## src/rtl/rf_wb_arbiter.sv

```systemverilog
// rf_wb_arbiter: shares the single RF write port between WB and the multiplier, parking collisions
// in an in-order queue. Define RF_WB_ARB_FWD_EN to forward the youngest queued data to decode.
module rf_wb_arbiter #(
   parameter int DATA_WIDTH   = 32,
   parameter int ADDR_WIDTH   = 5,
   parameter int DEPTH        = 4,
   parameter int STALL_THRESH = 2
) (
   input  logic                    i_clk,
   input  logic                    i_rst_n,
   input  logic                    i_wb_valid,
   input  logic [ADDR_WIDTH-1:0]   i_wb_addr,
   input  logic [DATA_WIDTH-1:0]   i_wb_data,
   input  logic                    i_mul_valid,
   input  logic [ADDR_WIDTH-1:0]   i_mul_addr,
   input  logic [DATA_WIDTH-1:0]   i_mul_data,
   input  logic [ADDR_WIDTH-1:0]   i_rs,
   input  logic [ADDR_WIDTH-1:0]   i_rt,
   output logic                    o_rf_we,
   output logic [ADDR_WIDTH-1:0]   o_rf_addr,
   output logic [DATA_WIDTH-1:0]   o_rf_wd,
   output logic                    o_rs_pend,
   output logic                    o_rt_pend,
   output logic                    o_stall,
   output logic [$clog2(DEPTH):0]  o_count,
   output logic                    o_overflow
`ifdef RF_WB_ARB_FWD_EN
   ,
   output logic [DATA_WIDTH-1:0]   o_rs_fwd_data,
   output logic [DATA_WIDTH-1:0]   o_rt_fwd_data,
   output logic                    o_rs_fwd_vld,
   output logic                    o_rt_fwd_vld
`endif
);
   localparam int PTR_W = $clog2(DEPTH);
   localparam int CNT_W = PTR_W + 1;

   logic [ADDR_WIDTH-1:0] addr_mem [DEPTH];
   logic [DATA_WIDTH-1:0] data_mem [DEPTH];
   logic [PTR_W-1:0]      rd_ptr_reg, wr_ptr_reg, wb_slot;
   logic [CNT_W-1:0]      count_reg, count_next, free_slots;
   logic                  overflow_reg;

   logic mul_req, wb_req, q_empty, pop;
   logic push_mul_req, push_wb_req, push_mul, push_wb, drop;
   logic [DEPTH-1:0] slot_valid, rs_hit, rt_hit;

   // Register 0 is hardwired, so such requests simply vanish.
   assign mul_req = i_mul_valid && (i_mul_addr != '0);
   assign wb_req  = i_wb_valid && (i_wb_addr != '0);
   assign q_empty = (count_reg == '0);
   assign pop     = !q_empty;

   always_comb begin
      o_rf_we      = 1'b0;
      o_rf_addr    = '0;
      o_rf_wd      = '0;
      push_mul_req = 1'b0;
      push_wb_req  = 1'b0;
      if (!i_rst_n) begin
         o_rf_we = 1'b0;
      end else if (q_empty) begin
         if (mul_req) begin
            o_rf_we     = 1'b1;
            o_rf_addr   = i_mul_addr;
            o_rf_wd     = i_mul_data;
            push_wb_req = wb_req;
         end else if (wb_req) begin
            o_rf_we   = 1'b1;
            o_rf_addr = i_wb_addr;
            o_rf_wd   = i_wb_data;
         end
      end else begin
         o_rf_we      = 1'b1;
         o_rf_addr    = addr_mem[rd_ptr_reg];
         o_rf_wd      = data_mem[rd_ptr_reg];
         push_mul_req = mul_req;
         push_wb_req  = wb_req;
      end
   end

   // The head leaving this cycle frees its slot for the incoming pushes.
   assign free_slots = CNT_W'(DEPTH) - count_reg + CNT_W'(pop);
   assign push_mul   = push_mul_req && (free_slots != '0);
   assign push_wb    = push_wb_req && (free_slots > (push_mul ? CNT_W'(1) : CNT_W'(0)));
   assign drop       = (push_mul_req && !push_mul) || (push_wb_req && !push_wb);
   assign wb_slot    = wr_ptr_reg + PTR_W'(push_mul);
   assign count_next = count_reg - CNT_W'(pop) + CNT_W'(push_mul) + CNT_W'(push_wb);

   always_ff @(posedge i_clk or negedge i_rst_n) begin
      if (!i_rst_n) begin
         rd_ptr_reg   <= '0;
         wr_ptr_reg   <= '0;
         count_reg    <= '0;
         overflow_reg <= 1'b0;
      end else begin
         rd_ptr_reg <= rd_ptr_reg + PTR_W'(pop);
         wr_ptr_reg <= wr_ptr_reg + PTR_W'(push_mul) + PTR_W'(push_wb);
         count_reg  <= count_next;
         if (drop)
            overflow_reg <= 1'b1;
      end
   end

   always_ff @(posedge i_clk) begin
      if (push_mul) begin
         addr_mem[wr_ptr_reg] <= i_mul_addr;
         data_mem[wr_ptr_reg] <= i_mul_data;
      end
      if (push_wb) begin
         addr_mem[wb_slot] <= i_wb_addr;
         data_mem[wb_slot] <= i_wb_data;
      end
   end

   generate
      for (genvar gi = 0; gi < DEPTH; gi++) begin : g_slot
         logic [PTR_W-1:0] age;
         assign age            = PTR_W'(gi) - rd_ptr_reg;
         assign slot_valid[gi] = ({1'b0, age} < count_reg);
         assign rs_hit[gi]     = slot_valid[gi] && (addr_mem[gi] == i_rs) && (i_rs != '0);
         assign rt_hit[gi]     = slot_valid[gi] && (addr_mem[gi] == i_rt) && (i_rt != '0);
      end
   endgenerate

`ifdef RF_WB_ARB_FWD_EN
   logic [PTR_W-1:0] fwd_idx;

   // Walk oldest to youngest so the last match (youngest) wins.
   always_comb begin
      o_rs_fwd_data = '0;
      o_rt_fwd_data = '0;
      fwd_idx       = '0;
      for (int k = 0; k < DEPTH; k++) begin
         fwd_idx = rd_ptr_reg + PTR_W'(k);
         if (rs_hit[fwd_idx])
            o_rs_fwd_data = data_mem[fwd_idx];
         if (rt_hit[fwd_idx])
            o_rt_fwd_data = data_mem[fwd_idx];
      end
   end

   assign o_rs_fwd_vld = |rs_hit;
   assign o_rt_fwd_vld = |rt_hit;
   assign o_rs_pend    = 1'b0;
   assign o_rt_pend    = 1'b0;
`else
   assign o_rs_pend = |rs_hit;
   assign o_rt_pend = |rt_hit;
`endif

   assign o_stall    = (count_reg >= CNT_W'(STALL_THRESH));
   assign o_count    = count_reg;
   assign o_overflow = overflow_reg;

endmodule

```

## config.mk

```make
export PLATFORM = sky130hd
export DESIGN_NAME = rf_wb_arbiter
export DESIGN_NICKNAME = d
export VERILOG_FILES = /design/src/rtl/rf_wb_arbiter.sv
export SDC_FILE = /design/constraint.sdc
export NUM_CORES = 1
export LEC_CHECK = 0
export ABC_AREA = 1
export CAP_MARGIN = 30
export CORE_UTILIZATION = 25
export DETAILED_ROUTE_END_ITERATION = 8
export PLACE_DENSITY = 0.39
export SETUP_SLACK_MARGIN = 0.5
export SLEW_MARGIN = 30
export SYNTH_ARGS = -nofsm -noshare
export SYNTH_HDL_FRONTEND = slang
export SYNTH_SLANG_ARGS = --single-unit
```

## constraint.sdc

```tcl
create_clock -name i_clk -period 5.47 [get_ports i_clk]
set_input_delay 0.8205 -clock i_clk [delete_from_list [all_inputs] [get_ports i_clk]]
set_output_delay 0.8205 -clock i_clk [all_outputs]
set_load 0.05 [all_outputs]
```

==> results.toml <==
[worst_setup_path]
cp.buffers_inverters = 4
setup.worst_path.start = "i_mul_addr[1]"
critPathKind = "input pin to output port"
cp_data_required_time_ps = 4650
r2r_setup_slack_ps = 1130
crit_top_cell = "nand2_1"
arrival_ps = 3710
path_depth = 11
path_delay_family = "buffers and inverters"
cp-endpoint = "o_rf_wd[13]"
cpPeakStageDelay_ps = 810
rr_worst_depth = 17
cpMaxStageDelayCell = "clkdlybuf4s50_1"
path_max_fanout = 22
r2r-end = "data_mem[1][16]$_DFFE_PP_"
cp-end-kind = "output port"
crit_chain = "clkdlybuf4s50_1, nor2_1, nand3_1, nand2_1, inv_2, buf_4, nand2_1, nand2_1, a21oi_1, nor2_1, clkdlybuf4s50_1"
worstReg2RegStart = "o_count[0]$_DFF_PN0_"
worst_setup_path_start_kind = "input pin"

[final_layout]
drive_gt1_frac = 0.05563
finalNetCount = 1599
insertedDiodeCount = 0
nFillCells = 4418
layout-area-overhead-vs-synth_pct = 23.63
largest_reg_flops = 128
largest-register = "data_mem"
stdcell_count = 2042

[worst_hold_path]
min_path_type = "input pin to async pin"

[logic_synthesis]
synth-async-reset-ratio = 0.05128
synth_mux_area_frac = 0
synthXorXnorAreaFrac = 0.02667
yosysUniqueCellTypes = 30
ys_warn_count = 0
ys.flop_type = "edfxtp_1"
ys_seq_area_frac = 0.4420
yosys.area_share.simple = 0.3557
synth_adder_area_share = 0.01810
synth_edf_count = 148
synth-compound-area-share = 0.05311
syn_area_per_cell_um2 = 7.426
syn_inst = 1415
synthesis.nets = 1517
ys_ff_latch = 156
synth_area_um2 = 10510
synth_top_family_by_area = "simple AND/OR/NAND/NOR gates"

[sta]
rsz0062_at_grt = "no"
min_period_ps = 4529
setup-violations-final = 0
worst_pin_slew_ps = 857.4
hold_viol = 0
clock_skew_ps = 14.71
slew_viol_final = 0
slew-limit-headroom = 0.4278
holdWs_ps = 334.2
fin_tns_setup_ps = 0
min_period_over_period = 0.8280
max_freq_mhz = 220.8

[drt]
wl_per_cell_um = 19.99
vias = 9896
viasPerCell = 4.846
drtPass1Iterations = 7
ant_nets = 0
drc_errors = 8
first_iter_violations = 690
wl_um = 40820

[cts]
path_clk_slew_ps = 60
clockRootBuffer = "clkbuf_16"
clock_path_buffers = 2
cts_setup_buffers = 0
ctsHoldBuffers = 0
cts_buffers = 17
cts_resized = 0
htree_levels = 4
insertion_delay_ps = 420
cts_tree = "done"
cts.sinks = 156

[pwr]
switching_share = 0.5077
intPower_uw = 3602
p_comb_frac = 0.568
clkPwrFrac = 0.177
p_switching_uw = 3714
seq_power_share = 0.255
leakage_uw = 0.005715
ir_drop_mv = 0.3832
power_density_nw_per_um2 = 563.2

[floorplan]
dieArea_um2 = 42850
io_pins = 133
start_util = 0.2556
rows = 74
die_h_um = 207.0
die_w_um = 207.0
core_um2 = 41110

[grt]
antenna_found_initial = 1
grt_max_degree = 149
grt_pass1_wl_um = 61440
grt_util_all_layers = 0.1894
grt_pass1_vias = 9633
overflow = 0

[placed_design]
dpl.hpwl_um = 24310
place_congestion = 0.7854
dp_cells = 2010
portBuffers = 132

[status]
violations = "design-rule violations"
status = "complete, but fails checks"

[job]
drv_cap = 0
[power groups by stage]
stage	clock network (uW)	registers [uW]	logic, uW
after floorplan	0	1910	2590
after global placement	0	1890	4170
after detailed placement	0	1890	4190
after CTS	1320	1870	4200
after global routing	1360	1900	4520
final	1300	1860	4160
[cells in the final DEF (no fill, tap or decap), types with 2 or more instances in the layout]
cell / n
a21oi_1: 39
buf_12: 3
buf_4: 29
bufinv_16: 4
clkbuf_1: 3
clkbuf_16: 17
clkdlybuf4s50_1: 130
clkinv_4: 2
clkinvlp_4: 2
dfrtp_1: 8
edfxtp_1: 148
fa_1: 2
ha_1: 12
inv_1: 146
inv_2: 2
inv_6: 2
nand2_1: 628
nand3_1: 9
nand4_1: 159
nor2_1: 64
nor2_2: 3
nor2_4: 7
nor3_1: 3
o2111ai_1: 36
o21ai_0: 4
o21ai_4: 4
xnor2_1: 17
xor2_1: 15
[metrics by stage]
stage / util / instance area (um2) / power, uW / setup slack [ps]
6_report: 0.3160 / 12990 / 7315 / 940.7
5_1_grt: 0.3160 / 12990 / 7781 / 642.4
4_1_cts: 0.3160 / 12990 / 7393 / 903.6
3_5_place_dp: 0.3008 / 12370 / 6083 / 910.5
3_3_place_gp: 0.2997 / 12320 / 6062 / 911.3
2_1_floorplan: - / 10510 / 4505 / 215.8
[logic make-up (layout without fill, tap and decap cells)]
group,Yosys count,after routing
buffers and inverters,252,347
XOR/XNOR,32,32
adder cells (fa/ha/maj),14,14
flip-flops,156,156
AND/OR/NAND/NOR,877,877
AO/OA/AOI/OAI,84,84
[layout make-up]
class	count	area, um2	share of cell area
sequential	156	4644	0.3575
timing repair buffer	165	1627	0.1252
clock inverter	12	186.4	0.01435
clock buffer	20	436.7	0.03362
tap	532	665.6	0.05124
inverter	150	565.5	0.04354
multi-input combinational	1007	4865	0.3745
[worst min-delay path by stage]
stage                              endpoint  slack [ps]  cells past startpoint
global placement     o_overflow$_DFFE_PN0P_         520                      1
detailed placement   o_overflow$_DFFE_PN0P_         520                      1
CTS                 rd_ptr_reg[0]$_DFF_PN0_         320                      1
global route        rd_ptr_reg[0]$_DFF_PN0_         320                      1
finish              rd_ptr_reg[0]$_DFF_PN0_         330                      1
floorplan           rd_ptr_reg[0]$_DFF_PN0_         470                      1
[metal layers]
layer / vias to the layer above / global-route usage / wire length [um] / share of wire
met1: 4749 / 0.2516 / 19040 / 0.47
met4: 2 / 0.04606 / 707 / 0.017
met3: 43 / 0.02774 / 1721 / 0.042
li1: 4838 / - / - / -
met5: - / 0 / 13 / 0.00032
met2: 264 / 0.3220 / 19330 / 0.47
[synthesized netlist by cell type (all sizes together) (2+ instances only)]
cell	count	area (um2)
o2111ai	36	315.3
nor3	4	25.02
clkbuf	23	86.33
a21oi	39	195.2
nand2	629	2364
nand3	9	45.04
xor2	15	131.4
edfxtp	148	4444
o21ai	8	40.03
ha	12	150.1
dfrtp	8	200.2
xnor2	17	148.9
nand4	159	994.7
fa	2	40.04
buf	79	447.9
nor2	74	295.3
inv	149	559.3
Note: power is estimated with default switching activity, not from simulation.
